$ cat src/rtl/fifo_poll_arbiter.sv
// fifo_poll_arbiter: burst poller over three DCFIFO read sides (round-robin; POLL_FIXED_PRIORITY_EN selects fixed ch0>ch1>ch2)
module fifo_poll_arbiter #(
    parameter int BURST_LEN = 4
) (
    input  logic        rdclk,
    input  logic        rst,
    input  logic [2:0]  rdempty,
    input  logic [63:0] q0,
    input  logic [63:0] q1,
    input  logic [63:0] q2,
    output logic [2:0]  rdreq,
    output logic [2:0]  access,
    output logic [63:0] q_out
);
    typedef enum logic {IDLE, READ} state_t;
    localparam logic [7:0] LAST = 8'(BURST_LEN - 1);
    state_t state, state_nxt;
    logic [1:0] grant, grant_nxt, rr_ptr, rr_ptr_nxt, start, c1, c2, pick;
    logic [7:0] cnt, cnt_nxt;
    logic done;

    function automatic logic [1:0] wrap_inc(input logic [1:0] p);
        return (p == 2'd2) ? 2'd0 : p + 2'd1;
    endfunction

`ifdef POLL_FIXED_PRIORITY_EN
    assign start = 2'd0;
`else
    assign start = rr_ptr;
`endif
    assign c1 = wrap_inc(start);
    assign c2 = wrap_inc(c1);
    assign pick = !rdempty[start] ? start : !rdempty[c1] ? c1 : c2;
    assign done = rdempty[grant] || (cnt == LAST);

    // arbitration in IDLE, burst strobe and exit conditions in READ
    always_comb begin
        state_nxt = state;
        grant_nxt = grant;
        cnt_nxt = cnt;
        rr_ptr_nxt = rr_ptr;
        rdreq = 3'b000;
        if (state == IDLE) begin
            if (!(&rdempty)) begin
                grant_nxt = pick;
                cnt_nxt = 8'd0;
                state_nxt = READ;
            end
        end else begin
            rdreq[grant] = ~rdempty[grant];
            if (done) begin
                state_nxt = IDLE;
                rr_ptr_nxt = wrap_inc(grant);
            end else begin
                cnt_nxt = cnt + 8'd1;
            end
        end
    end

    // state registers; access is rdreq delayed to match the FIFO read latency
    always_ff @(posedge rdclk or posedge rst) begin
        if (rst) begin
            state <= IDLE;
            grant <= 2'd0;
            cnt <= 8'd0;
            rr_ptr <= 2'd0;
            access <= 3'b000;
        end else begin
            state <= state_nxt;
            grant <= grant_nxt;
            cnt <= cnt_nxt;
            rr_ptr <= rr_ptr_nxt;
            access <= rdreq;
        end
    end

    assign q_out = (access == 3'b001) ? q0 :
                   (access == 3'b010) ? q1 :
                   (access == 3'b100) ? q2 : 64'd0;
endmodule
$ cat config.mk
export PLATFORM = sky130hd
export DESIGN_NAME = fifo_poll_arbiter
export DESIGN_NICKNAME = d
export VERILOG_FILES = /design/src/rtl/fifo_poll_arbiter.sv
export SDC_FILE = /design/constraint.sdc
export NUM_CORES = 1
export LEC_CHECK = 0
export ABC_CLOCK_PERIOD_IN_PS = 2320
export CAP_MARGIN = 20
export CORE_AREA = 2 2 104 106
export DETAILED_ROUTE_END_ITERATION = 16
export DIE_AREA = 0 0 106 108
export HOLD_SLACK_MARGIN = 0.05
export PLACE_DENSITY = 0.67
export SLEW_MARGIN = 0
export SYNTH_ARGS = -nofsm -noshare
export SYNTH_HDL_FRONTEND = slang
export SYNTH_SLANG_ARGS = --single-unit
$ cat constraint.sdc
create_clock -name rdclk -period 2.32 [get_ports rdclk]
set_input_delay 0.348 -clock rdclk [delete_from_list [all_inputs] [get_ports rdclk]]
set_output_delay 0.348 -clock rdclk [all_outputs]
set_load 0.1 [all_outputs]
Word-level counts from Yosys, hierarchy flattened

Index checks and enable logic that the tools add are counted.

Flip-flop bits (word level): 16
Input bits: 197
Output and inout bits: 70
Logic and storage cells: 55

Add/sub/neg operators: 4
Order comparisons: 4
Eq/ne operators: 9
Muxes and demuxes: 23
Bitwise logic cells: 4
Reductions and logical operators: 6

Operator list:

| kind                                                              | number |
|---|---|
| two-way mux 64 bit                                                | 3 |
| two-way mux 8 bit                                                 | 3 |
| two-way mux 2 bit                                                 | 5 |
| < comparator 2 x 3 -> 1 bit, second input constant                | 3 |
| adder 8 x 1 -> 8 bit, second input constant                       | 1 |
| == test 8 x 2 -> 1 bit, second input constant                     | 1 |
| two-way mux 1 bit                                                 | 7 |
| adder 2 x 1 -> 2 bit, second input constant                       | 3 |
| binary-select mux 1 bit (select 2 bit)                            | 3 |
| == test 2 bit, second input constant                              | 3 |
| AND reduction 2 bit                                               | 3 |
| != test 2 bit, second input constant                              | 2 |
| AND 3 bit                                                         | 1 |
| == test 3 x 1 -> 1 bit, second input constant                     | 1 |
| == test 3 x 2 -> 1 bit, second input constant                     | 1 |
| == test 3 bit, second input constant                              | 1 |
| two-way mux 3 bit                                                 | 1 |
| inverter 1 bit                                                    | 3 |
| AND reduction 3 bit                                               | 1 |
| demux 1 bit (select 2 bit)                                        | 1 |
| greater-or-equal comparator 2 x 1 -> 1 bit, second input constant | 1 |
| logical AND 1 bit                                                 | 1 |
| logical OR 1 bit                                                  | 1 |

Longest topological paths before layout

Gate-level depths: netlist (run 1).

Word-level depth: 6
Depth in mapped cells: 6

Least setup slack after synthesis (run 1)

Ideal clock, no wire load.

Kind: reg-to-output
From: register access[1]
To: output q_out[0]
Data arrival time: 3.961 ns
Setup slack: -1.989 ns
Stages on the path, launching flop included: 6
Cells stage by stage: dfrtp_1 -> nor2b_1 -> clkbuf_1 -> clkbuf_1 -> a22oi_1 -> o21ai_0

Longest elaborated chain between the ends: 4
Elaborated cells between the ends (all ways): 6
Classes of those cells: eq/ne: 3; mux: 3

RTL lines:

| what                   | line | text |
|---|---|---|
| start, declared        | 12   | `output logic [2:0] access,` |
| start signal, assigned | 73   | `access <= rdreq;` |
| == test 3 bit          | 79   | `(access == 3'b100) ? q2 : 64'd0;` |
| two-way mux 64 bit     | 79   |  |
| two-way mux 64 bit     | 78   | `(access == 3'b010) ? q1 :` |
| two-way mux 64 bit *   | 77   | `assign q_out = (access == 3'b001) ? q0 :` |
| end, declared          | 13   | `output logic [63:0] q_out` |

Mark *: on every way between the ends. The rest lies on a longest branch, timed or not.

Worst setup path in the final report (run 1)

From: register grant[0]
To: output rdreq[2]

Longest elaborated chain between the ends: 6
Elaborated cells between the ends (all ways): 10
Classes of those cells: order compare: 2; mux: 5; bitwise: 2; reduce/logical: 1

RTL lines:

| what                                                                                                                   | line | text |
|---|---|---|
| start, declared                                                                                                        | 18   | `logic [1:0] grant, grant_nxt, rr_ptr, rr_ptr_nxt, start, c1, c2, pick;` |
| start signal, assigned                                                                                                 | 70   | `grant <= grant_nxt;` |
| < comparator 2 x 3 -> 1 bit (implied by the code) / greater-or-equal comparator 2 x 1 -> 1 bit (equally long branches) | 50   | `rdreq[grant] = ~rdempty[grant];` |
| logical AND 1 bit (implied by the code)                                                                                | 50   |  |
| two-way mux 1 bit (implied by the code)                                                                                | 50   |  |
| demux 1 bit (select 2 bit)                                                                                             | 50   |  |
| AND 3 bit (no line) *                                                                                                  | --   |  |
| two-way mux 3 bit *                                                                                                    | 43   | `if (state == IDLE) begin` |
| end, declared                                                                                                          | 11   | `output logic [2:0] rdreq,` |

Mark *: on every way between the ends. The rest lies on a longest branch, timed or not. The select of a mux whose other input is x is not followed.

==> results.json, run 1 <==
{
  "status": "finished, final reports clean",
  "post_synth_inst_count": 303,
  "wire_per_inst_um": 19.1,
  "track_usage_pct": 21.8,
  "path_class": "flop to output port",
  "maxSlewViolCount": 0,
  "avgSynthCellArea_um2": 6.58,
  "reg2reg_from": "cnt[0]$_DFFE_PP0P_",
  "syn2layout_area_growth_pct": 216,
  "insertion_delay_ns": 0.25,
  "endpoint_kind": "output port",
  "worstMarginPinSlew_ns": 0.798,
  "fmax_mhz": 448,
  "synth_edf_count": 0,
  "hold_path.class": "primary input to async pin",
  "ctsResizeCount": 0,
  "required_ns": 1.97,
  "antenna_found_initial": 0,
  "endpoint": "rdreq[2]",
  "cts_tree": "done",
  "setup_slack_ns": 0.0868,
  "cts_root_buffer": "clkbuf_8",
  "die_w_um": 106,
  "synth_top_area_share_pct": 24.1,
  "synth_area_mm2": 0.00199,
  "vias": 3437,
  "numCtsBuffers": 3,
  "htreeDepth": 1,
  "initial_core_util_pct": 19.5,
  "grt_max_degree": 66,
  "die_area_mm2": 0.0114,
  "skew_ns": 0.00520,
  "startpoint": "grant[0]$_DFFE_PP0P_",
  "grt_pass1_vias": 3669,
  "synthTopCellsByArea": "a22oi_1 24%, dfrtp_1 20%, o21ai_0 17%",
  "io_buffer_count": 266,
  "drtIter0Drc": 257,
  "rows": 37,
  "routed_wl_um": 13200,
  "max-slew-margin-rel_pct": 46.8,
  "nets": 752,
  "synthArstFlopShare_pct": 100,
  "fillers": 846,
  "synth_top_cell_by_area": "a22oi_1",
  "rsz0062_at_grt": "no",
  "drv_cap": 0,
  "clkTransAtPathRegs_ns": 0.07,
  "hold_viol": 0,
  "ant_nets": 0,
  "drc": 0,
  "synth_warnings": 0,
  "reg2reg_depth": 5,
  "regToRegEndpoint": "rr_ptr[1]$_DFFE_PP0P_",
  "final_common_cell": "clkdlybuf4s50_1",
  "hpwl_um": 10400,
  "die_y_um": 108,
  "layout-drive-gt1-share_pct": 28.8,
  "ys_ff_latch": 16,
  "coreArea_mm2": 0.0102,
  "ys.flop_type": "dfrtp_1",
  "synth_nets": 501,
  "synth_cell_types": 35,
  "diodes": 0,
  "crit_arrival_ns": 1.89,
  "reg2reg_slack_ns": 0.36,
  "crit_path_max_fanout": 15,
  "ios": 267,
  "start_kind": "flop",
  "vias_per_cell": 4.99,
  "gp_congestion": 0.819,
  "fin_crit_ns": 2.23,
  "grt_pass1_wl_um": 19900,
  "multi_input_area_mm2": 0.00219,
  "overflow": 0,
  "first_pass_iters": 4,
  "cts_setup_buffers": 0,
  "pre_cts_ws_ns": 0.130,
  "setup_violations": 0,
  "cts_buffer_depth": 2,
  "synth.yosys.seq_area_share_pct": 20.1,
  "layout_common_cells": "196 x clkdlybuf4s50_1, 72 x buf_12, 66 x nand2_1",
  "hold_buffers": 0,
  "cts_sinks": 16,
  "seq_area_um2": 409,
  "fin_crit_sh_pct": 96.3
}
[registers in the layout, indices dropped and copies added, names as in the netlist]
register / cells
cnt: 8
access: 3
grant: 2
rr_ptr: 2
state: 1
[metrics by stage]
stage / util (%) / cells / instance area, um2 / setup TNS [ns] / hold slack (ns)
after floorplan: - / 303 / 2750 / -0.00748 / 0.262
after global placement: 61.1 / 685 / 6250 / 0 / 0.494
after detailed placement: 61.1 / 685 / 6250 / 0 / 0.517
after CTS: 61.6 / 689 / 6300 / 0 / 0.502
after global routing: 61.6 / 689 / 6300 / 0 / 0.529
final: 61.6 / 689 / 6300 / 0 / 0.477
[area by class of cell]
| class | count | share of cell area (%) |
|---|---|---|
| well taps | 136 | 2.70 |
| flip-flops and latches | 16 | 6.50 |
| clock buffers | 4 | 0.715 |
| inverters | 7 | 0.417 |
| multi-input cells | 251 | 34.8 |
| repair buffers | 275 | 54.9 |
[synth_stat cells (all sizes together), types with 2 or more instances]
master   n
o21ai   71
nand2   66
a22oi   64
clkbuf  22
dfrtp   16
buf      7
inv      7
nor2     6
a21oi    5
nor2b    5
nand3    3
o211ai   3
o41ai    3
mux2     2
mux2i    2
nand2b   2
nor3b    2
o31ai    2
or3      2
[routing by layer]
layer  part of all wire (%)  wire, um  global-route usage, %
met4                    1.8       235                   4.14
met2                     53      6950                   42.1
met3                    7.4       979                   4.88
met5                      0         0                      0
met1                     38      4980                   24.7
[critical path, stage by stage (launching register included)]
cell and delay, ns:
dfrtp_1 0.56, mux2i_1 0.30, o211ai_1 0.11, buf_4 0.21
nor3b_4 0.25, buf_12 0.21
[logic make-up after synthesis]
logic type | Yosys count | synth area share (%)
AOI/OAI and AO/OA | 153 | 48.8
and+or+nand+nor | 92 | 21.0
buffers and inverters | 36 | 6.91
DFF | 16 | 20.1
muxes | 4 | 2.13
xor gates and xnor gates | 1 | 0.440
adders and majority gates | 1 | 0.628
[worst min path at each step]
stage | start | to | slack [ns] | cells past startpoint
after floorplan | rst | cnt[0]$_DFFE_PP0P_ | 0.26 | 1
after global placement | cnt[6]$_DFFE_PP0P_ | cnt[6]$_DFFE_PP0P_ | 0.49 | 1
after detailed placement | cnt[6]$_DFFE_PP0P_ | cnt[6]$_DFFE_PP0P_ | 0.52 | 1
after CTS | rst | access[0]$_DFF_PP0_ | 0.50 | 2
after global routing | rst | access[0]$_DFF_PP0_ | 0.53 | 2
final | rst | access[0]$_DFF_PP0_ | 0.48 | 2
Power of run 1 is not shown: default switching activity piles up to over one toggle a cycle in this logic, so the estimate is an artifact.
==> run 2, diff against run 1 <==
- REMOVE_ABC_BUFFERS: not set -> 1
- SKIP_LAST_GASP: not set -> 1
==> results.json, run 2 (synthesis gave the netlist of run 1 again) <==
{
  "status": "finished, final reports clean",
  "syn2layout_area_growth_pct": 181,
  "nets": 755,
  "largest_reg_flops": 8,
  "leakage_nw": 2.02,
  "clockPowerShare_pct": 2.4,
  "hold_viol": 0,
  "fmax_mhz": 448,
  "rows": 37,
  "setup_violations": 0,
  "hold_path.class": "primary input to async pin",
  "insertion_delay_ns": 0.25,
  "die_w_um": 106,
  "skew_ns": 0.00131,
  "drtIter0Drc": 262,
  "routed_wl_um": 12900,
  "p_int_mw": 3.67,
  "gp_congestion": 0.883,
  "timing.setup.tns_ns": 0,
  "fillers": 907,
  "path_class": "flop to output port",
  "grt_max_degree": 49,
  "drv_cap": 0,
  "cts_root_buffer": "clkbuf_8",
  "setup_slack_ns": 0.0878,
  "drc": 0,
  "crit_arrival_ns": 1.88,
  "start_kind": "flop",
  "fin_hold_ws_ns": 0.475,
  "io_buffer_count": 266,
  "wire_per_inst_um": 18.7,
  "rsz0062_at_grt": "no",
  "antenna_found_initial": 0,
  "cts_tree": "done",
  "ios": 267,
  "seq_area_um2": 402,
  "worstMarginPinSlew_ns": 0.625,
  "p_comb_share_pct": 92.4,
  "required_ns": 1.97,
  "final_common_cell": "clkdlybuf4s50_1",
  "crit_path_max_fanout": 48,
  "maxSlewViolCount": 0,
  "finalCoreUtilization_pct": 54.7,
  "max-vdd-ir-drop_mv": 0.977,
  "layout_common_cells": "196 x clkdlybuf4s50_1, 71 x buf_12, 66 x nand2_1",
  "power_density_mw_per_mm2": 1810,
  "first_pass_iters": 5,
  "diodes": 0,
  "fin_crit_sh_pct": 96.2,
  "vias_per_cell": 4.90,
  "ant_nets": 0,
  "grt_pass1_vias": 3467,
  "vias": 3394,
  "fin_crit_ns": 2.23,
  "cts_sinks": 16,
  "layout-drive-gt1-share_pct": 17.1,
  "endpoint_kind": "output port",
  "htreeDepth": 1,
  "numCtsBuffers": 3,
  "hpwl_um": 10500,
  "max-slew-margin-rel_pct": 58.3,
  "switching_share_pct": 63.9,
  "die_y_um": 108,
  "clkTransAtPathRegs_ns": 0.07,
  "die_area_mm2": 0.0114,
  "grt_pass1_wl_um": 19100,
  "top_register": "cnt",
  "cts_buffer_depth": 2,
  "seqPwrFrac_pct": 5.1,
  "coreArea_mm2": 0.0102,
  "multi_input_area_mm2": 0.00148,
  "track_usage_pct": 21.0,
  "initial_core_util_pct": 19.5,
  "reg_top3": "cnt (8), access (3)",
  "switchingPower_mw": 6.49,
  "overflow": 0,
  "pre_cts_ws_ns": 0.0845
}
==> run 2: cell types whose count changed in the layout (fill, tap and decap cells not counted), sizes merged <==
cell,change
buf,+3
==> run 2: timing repair <==
action | 4_1_cts | 5_1_grt
hold buffers | 0 | 0
setup endpoints to repair | 0 | 16
buffers inserted | 0 | 0
gates resized for setup | 0 | 16
==> run 2: power groups by stage <==
stage / sequential (mW) / combinational, mW / clock, mW
2_1_floorplan: 0.660 / 5.47 / 0
3_3_place_gp: 0.508 / 9.31 / 0
3_5_place_dp: 0.519 / 9.37 / 0
4_1_cts: 0.513 / 9.39 / 0.250
5_1_grt: 0.536 / 9.67 / 0.261
6_report: 0.519 / 9.39 / 0.248
==> run 2: per-layer routing <==
layer  GRT usage [%]  wire length (um)  vias up
met2            38.5              6560      172
met4            5.55               353        0
met5               0                 0        -
met3            4.88               985       24
met1            24.7              5050     1559
li1                -                 -     1639
==> run 2: worst paths after layout <==
path / start / to / slack (ns) / cells past startpoint
max in group asynchronous: rst / access[0]$_DFF_PP0_ / 1.41 / 2
min in group rdclk: cnt[6]$_DFFE_PP0P_ / cnt[6]$_DFFE_PP0P_ / 0.53 / 1
max reg2reg: cnt[0]$_DFFE_PP0P_ / rr_ptr[0]$_DFFE_PP0P_ / 0.34 / 5
max: access[2]$_DFF_PP0_ / q_out[40] / 0.09 / 5
min reg2reg: cnt[6]$_DFFE_PP0P_ / cnt[6]$_DFFE_PP0P_ / 0.53 / 1
min: rst / state$_DFF_PP0_ / 0.48 / 2
==> run 2: final cells by class <==
type | count | area share [%]
tap | 136 | 3.04
multi-input combinational | 251 | 26.4
clock buffer | 4 | 0.983
sequential | 16 | 7.17
timing repair buffer | 278 | 61.9
inverter | 7 | 0.469
==> run 2: worst max-delay path: stages (launching register included) <==
cell and delay, ns:
dfrtp_1 0.46, nor2b_4 0.22, buf_12 0.24, a22oi_1 0.10
o21ai_0 0.36, buf_12 0.23
==> run 2: stage by stage <==
step	cells	cell area [um2]	power, mW
2_1_floorplan	274	1880	6.13
5_1_grt	692	5600	10.5
3_3_place_gp	688	5540	9.82
3_5_place_dp	688	5540	9.89
4_1_cts	692	5590	10.2
6_report	692	5600	10.2
Power figures use the tool's default switching activity.
